**config.mk**
```make
export PLATFORM = sky130hd
export DESIGN_NAME = playfield_engine
export DESIGN_NICKNAME = d
export VERILOG_FILES = /design/src/rtl/playfield_engine.sv
export SDC_FILE = /design/constraint.sdc
export NUM_CORES = 1
export LEC_CHECK = 0
export ABC_AREA = 1
export CAP_MARGIN = 20
export CORE_UTILIZATION = 35
export DETAILED_ROUTE_END_ITERATION = 6
export DONT_BUFFER_PORTS = 1
export GPL_ROUTABILITY_DRIVEN = 0
export RECOVER_POWER = 50
export SETUP_SLACK_MARGIN = 0.1
export SLEW_MARGIN = 30
export SYNTH_ARGS = -nofsm -noshare
export SYNTH_HDL_FRONTEND = slang
export SYNTH_SLANG_ARGS = --single-unit
```
**constraint.sdc**
```tcl
create_clock -name CLK -period 6.7 [get_ports CLK]
set_clock_uncertainty 0.2 [all_clocks]
set_input_delay 0.335 -clock CLK [delete_from_list [all_inputs] [get_ports CLK]]
set_output_delay 0.335 -clock CLK [all_outputs]
set_load 0.02 [all_outputs]
```
**src/rtl/playfield_engine.sv**
```systemverilog
`default_nettype none
// ============================================================================
// Module   : playfield_engine
// Brief    : Settles four-cell pieces onto a bitmap playfield, clears full
//            rows bottom-up and accumulates a saturating score.
// Revision : 1.0
// ============================================================================
module playfield_engine #(
    parameter int COLS    = 8,
    parameter int ROWS    = 16,
    parameter int XW      = 3,
    parameter int YW      = 4,
    parameter int SCORE_W = 10
) (
    input  logic                   CLK,
    input  logic                   reset,
    input  logic                   restart,
    input  logic                   lock_valid,
    output logic                   lock_ready,
    input  logic [4*XW-1:0]        piece_x,
    input  logic [4*YW-1:0]        piece_y,
    output logic [ROWS*COLS-1:0]   map,
    output logic                   done,
    output logic [2:0]             lines_delta,
    output logic [SCORE_W-1:0]     score,
    output logic                   game_over
);

    localparam int c_CELLS = ROWS * COLS;

    typedef enum logic [2:0] {
        IDLE  = 3'd0,
        SCAN  = 3'd1,
        SHIFT = 3'd2,
        DONE  = 3'd3,
        OVER  = 3'd4
    } state_t;

    state_t               r_state;
    state_t               w_state_next;
    logic [c_CELLS-1:0]   r_map;
    logic [YW-1:0]        r_row;
    logic [2:0]           r_count;
    logic                 r_done;
    logic [2:0]           r_lines_delta;
    logic [SCORE_W-1:0]   r_score;
    logic                 r_game_over;

    logic [c_CELLS-1:0]   w_piece;
    logic                 w_oob;
    logic                 w_hit;
    logic                 w_accept;
    logic [COLS-1:0]      w_row_bits;
    logic                 w_row_full;
    logic [c_CELLS-1:0]   w_shifted;
    logic [3:0]           w_pts;
    logic [SCORE_W:0]     w_sum;
    logic [SCORE_W-1:0]   w_score_next;

    // Piece footprint; out-of-range cells are flagged instead of placed.
    always_comb begin
        int px;
        int py;
        w_piece = '0;
        w_oob   = 1'b0;
        px      = 0;
        py      = 0;
        for (int k = 0; k < 4; k++) begin
            px = int'(piece_x[k*XW +: XW]);
            py = int'(piece_y[k*YW +: YW]);
            if (px >= COLS || py >= ROWS) begin
                w_oob = 1'b1;
            end else begin
                w_piece[py*COLS + px] = 1'b1;
            end
        end
    end

    assign w_hit      = w_oob | (|(w_piece & r_map));
    assign lock_ready = (r_state == IDLE);
    assign w_accept   = lock_valid & lock_ready;

    assign w_row_bits = r_map[int'(r_row)*COLS +: COLS];
    assign w_row_full = &w_row_bits;

    // Rows above the pointer drop by one; the top row always empties.
    always_comb begin
        w_shifted = r_map;
        for (int y = 1; y < ROWS; y++) begin
            if (y <= int'(r_row)) begin
                w_shifted[y*COLS +: COLS] = r_map[(y-1)*COLS +: COLS];
            end
        end
        w_shifted[0 +: COLS] = '0;
    end

    always_comb begin
        case (r_count)
            3'd0:    w_pts = 4'd0;
            3'd1:    w_pts = 4'd1;
            3'd2:    w_pts = 4'd3;
            3'd3:    w_pts = 4'd5;
            default: w_pts = 4'd8;
        endcase
    end

    assign w_sum        = {1'b0, r_score} + (SCORE_W+1)'(w_pts);
    assign w_score_next = w_sum[SCORE_W] ? {SCORE_W{1'b1}} : w_sum[SCORE_W-1:0];

    always_comb begin
        w_state_next = r_state;
        case (r_state)
            IDLE: begin
                if (w_accept) begin
                    w_state_next = w_hit ? OVER : SCAN;
                end
            end
            SCAN: begin
                if (w_row_full) begin
                    w_state_next = SHIFT;
                end else if (r_row == '0) begin
                    w_state_next = DONE;
                end
            end
            SHIFT:   w_state_next = SCAN;
            DONE:    w_state_next = IDLE;
            OVER:    w_state_next = OVER;
            default: w_state_next = IDLE;
        endcase
    end

    always_ff @(posedge CLK) begin
        if (!reset || restart) begin
            r_state <= IDLE;
        end else begin
            r_state <= w_state_next;
        end
    end

    always_ff @(posedge CLK) begin
        if (!reset || restart) begin
            r_map         <= '0;
            r_row         <= '0;
            r_count       <= '0;
            r_done        <= 1'b0;
            r_lines_delta <= '0;
            r_score       <= '0;
            r_game_over   <= 1'b0;
        end else begin
            r_done <= 1'b0;
            case (r_state)
                IDLE: begin
                    if (w_accept) begin
                        if (w_hit) begin
                            r_game_over <= 1'b1;
                        end else begin
                            r_map   <= r_map | w_piece;
                            r_row   <= YW'(ROWS-1);
                            r_count <= '0;
                        end
                    end
                end
                SCAN: begin
                    if (!w_row_full && r_row != '0) begin
                        r_row <= r_row - YW'(1);
                    end
                end
                SHIFT: begin
                    r_map <= w_shifted;
                    if (r_count != 3'd4) begin
                        r_count <= r_count + 3'd1;
                    end
                end
                DONE: begin
                    r_done        <= 1'b1;
                    r_lines_delta <= r_count;
                    r_score       <= w_score_next;
                end
                default: ;
            endcase
        end
    end

    assign map         = r_map;
    assign done        = r_done;
    assign lines_delta = r_lines_delta;
    assign score       = r_score;
    assign game_over   = r_game_over;

endmodule
`default_nettype wire

```
==> metrics <==
P_int=roughly 1.9 mW; DP Worst Slack=2.61 ns; startpoint types=input pin; first-pass GRT wire length=around 100 mm; row cnt=between 70 and 80; vias in the first global route=16306; syn avg cell area=~5.2 sq um; peak per-stage delay on the critical path=2.25 ns; CTS Buf Count=17; PnR worst setup slack=2.45 ns; WP data required=6.88 ns; global-route usage over all layers=0.301; CTS tree=yes; fraction of synthesized area in multiplexers=0; Clock Pin Slew Worst Setup and Hold Paths=0.06 ns; area grow syn2layout=5.57%; clock power share=0.310; total gr overflow=0; total wire length=between 60 and 70 mm; Syn Std Cell Area=15000 sq um; failing checks=DRC, capacitance limit, slew limit; crit-path cells=dlygate4sd3_1 -> nor2_1 -> clkbuf_1 -> nand2_1 -> a21oi_1; worst-path fanout max=65; WP data arrival=about 4.4 ns; post-synthesis simple-gate area fraction=0.537; Compound-Gate Fraction of Synth Area=0.129; Die X=209 um; Synth cell types=37; Filler cells=between 4000 and 5000; max-cap viol count=1; crit path time final=4.25 ns; gate count of the mapped netlist=a little under 3000; Final #Nets=2869; ranking of synthesized cells by area=nor2_1, nand2_1, dfxtp_1; Max Clk Rate=between 200 and 250 MHz; Yosys warnings=0; switching part of the total power=0.426; chip height=209 um; slew margin rel.=-1.11; Vias/cell=5.56; unrepaired setup endpoints after global routing=no; combinational share of power=0.327; Setup-failing EPs final=0; number of synthesized register bits=between 150 and 200; DRC violations left=2; Iter 0 DRT Violations=a little over 3000; vias after detailed routing=around 19000; critical setup path kind=input pin to flip-flop; max-slew violations=66; # IOs=around 180; area of the multi-input gates=10200 sq um; Seq pwr share=0.363; clock tree buffer depth=2; sequential-to-total area share from yosys stat=0.204; endpoints failing hold=0; Worst Hold Launch=lock_valid; outcome=finished, violations left; ratio of cells with drive above 1 in the final layout=0.0325; Initial Util=0.357; leak pwr=7.81 nW; Syn Nets=2955; post-route clock period utilization=0.634; DP HPWL=48.8 mm; Clock Latency Late Sink=0.47 ns; Clock Sinks=153; CP startpoint=restart; Power Density=about 210 nW/um^2; Worst setup EP type=flip-flop; Worst-Margin Slew=3.16 ns; H-tree Lvls=4; Core ar.=around 42000 sq um; Adder-Cell Fraction of Synth Area=0.0122; RR Startpoint=r_state[2]$_SDFFE_PP0P_; port bufs=0; CTS root buf=clkbuf_16; total power=3.39 mW; largest family of logic cells by synthesized area=simple AND/OR/NAND/NOR gates; post-route ant nets=0; critical path's slowest cell=clkbuf_1; commonest non-fill, non-tap cell in the layout=nor2_1; largest net degree at the start of global routing=roughly 140; 1st-pass router iterations=7; area share of xor/xnor cells in the synthesized design=0.00175; net switching power=1.45 mW; die area=43800 sq um; HP Class=input pin to flip-flop; FF/Latch Area=about 3000 sq um; IR drop worst, VDD=0.194 mV; top cell type's share of synthesized area=0.218; initial antenna violation count=2; WL per Instance=19.9 um; Fin Setup TNS=0 ns; leading cell types in the layout, fill and taps excluded=nor2_1, nand2_1, inv_1; cell type with the highest aggregate area in the netlist=nor2_1
-- metrics by stage --
stage / hold slack [ns] / cells / area (sq um) / util
after floorplan: 0.293 / 2909 / 15000 / -
after global placement: 0.312 / 3340 / 15200 / 0.361
after detailed placement: 0.310 / 3340 / 15200 / 0.361
final: 0.0681 / 3375 / 15900 / 0.377
after CTS: 0.0513 / 3374 / 15900 / 0.377
after global routing: 0.114 / 3375 / 15900 / 0.377
-- Yosys cell counts --
library cell	number
nand3_1	79
o22ai_1	104
o21ai_1	5
dfxtp_1	153
nand3_2	19
fa_1	1
inv_2	9
o211ai_1	13
a31oi_1	2
buf_2	12
and2_1	1
nor2_2	3
nand4_1	104
xnor2_1	3
buf_4	28
or2_2	3
buf_6	4
clkinv_1	1
a211oi_1	2
o21a_1	1
ha_1	13
nand3_4	10
o21ai_0	106
a21oi_1	97
buf_1	15
inv_1	290
nand3b_1	1
nand2_2	3
o32ai_1	11
a21o_1	1
nor3b_1	3
nor3_1	5
nor2_1	873
clkbuf_1	62
nand2_1	870
buf_12	1
o21bai_1	1
-- logic make-up (layout without fill, tap and decap cells) --
group,Yosys count,count (layout)
AO/OA/AOI/OAI,343,343
XOR/XNOR,3,3
adder cells (fa/ha/maj),14,14
buffers and inverters,422,348
flip-flops,153,153
other,0,1
AND/OR/NAND/NOR,1974,1974
-- power groups by stage --
stage               clock network, mW  registers (mW)  logic, mW
floorplan                           0            1.16      0.886
global placement                    0            1.25       1.07
detailed placement                  0            1.24       1.07
CTS                              1.06            1.22       1.08
global route                     1.09            1.23       1.24
finish                           1.05            1.23       1.11
-- final timing paths --
| path | slack, ns | to | cells after the start |
|---|---|---|---|
| hold / removal | 0.07 | game_over$_SDFFE_PP0P_ | 4 |
| setup reg to reg | 3.04 | map[13]$_SDFFE_PP0P_ | 12 |
| setup / recovery | 2.45 | map[5]$_SDFFE_PP0P_ | 5 |
| hold reg to reg | 0.33 | r_state[2]$_SDFFE_PP0P_ | 2 |
-- final cells by class --
cell class / instances / area share
Clock inverter: 10 / 0.0106
Timing Repair Buffer: 17 / 0.00931
Clock buffer: 21 / 0.0284
Antenna cell: 1 / 0.000158
Multi-Input combinational cell: 2334 / 0.644
Inverter: 300 / 0.0714
Sequential cell: 153 / 0.193
Tap cell: 539 / 0.0425
-- critical path, delay by kind of cell --
kind | cells | cell delay [ns]
buf+inv | 2 | 2.78
compound gates | 1 | 0.30
simple gates | 2 | 0.93
-- sequential cells by signal (all words and copies together) (netlist names) --
| register | cells |
|---|---|
| done | 1 |
| game_over | 1 |
| lines_delta | 3 |
| map | 128 |
| r_count | 3 |
| r_row | 4 |
| r_state | 3 |
| score | 10 |
-- per-layer routing --
metal  GRT usage  vias to the layer above  routed length, um
met5           0                        -                 13
met4       0.132                        2               2810
met3      0.0821                      202               8690
met2       0.458                     1222              28700
met1       0.397                     8324              27000
li1            -                     9028                  -
-- what timing repair did --
action,4_1_cts,5_1_grt
buffers inserted,0,0
resized for setup,0,0
hold buffers,3,0
hold endpoints to repair,4,0
Power figures use the tool's default switching activity.
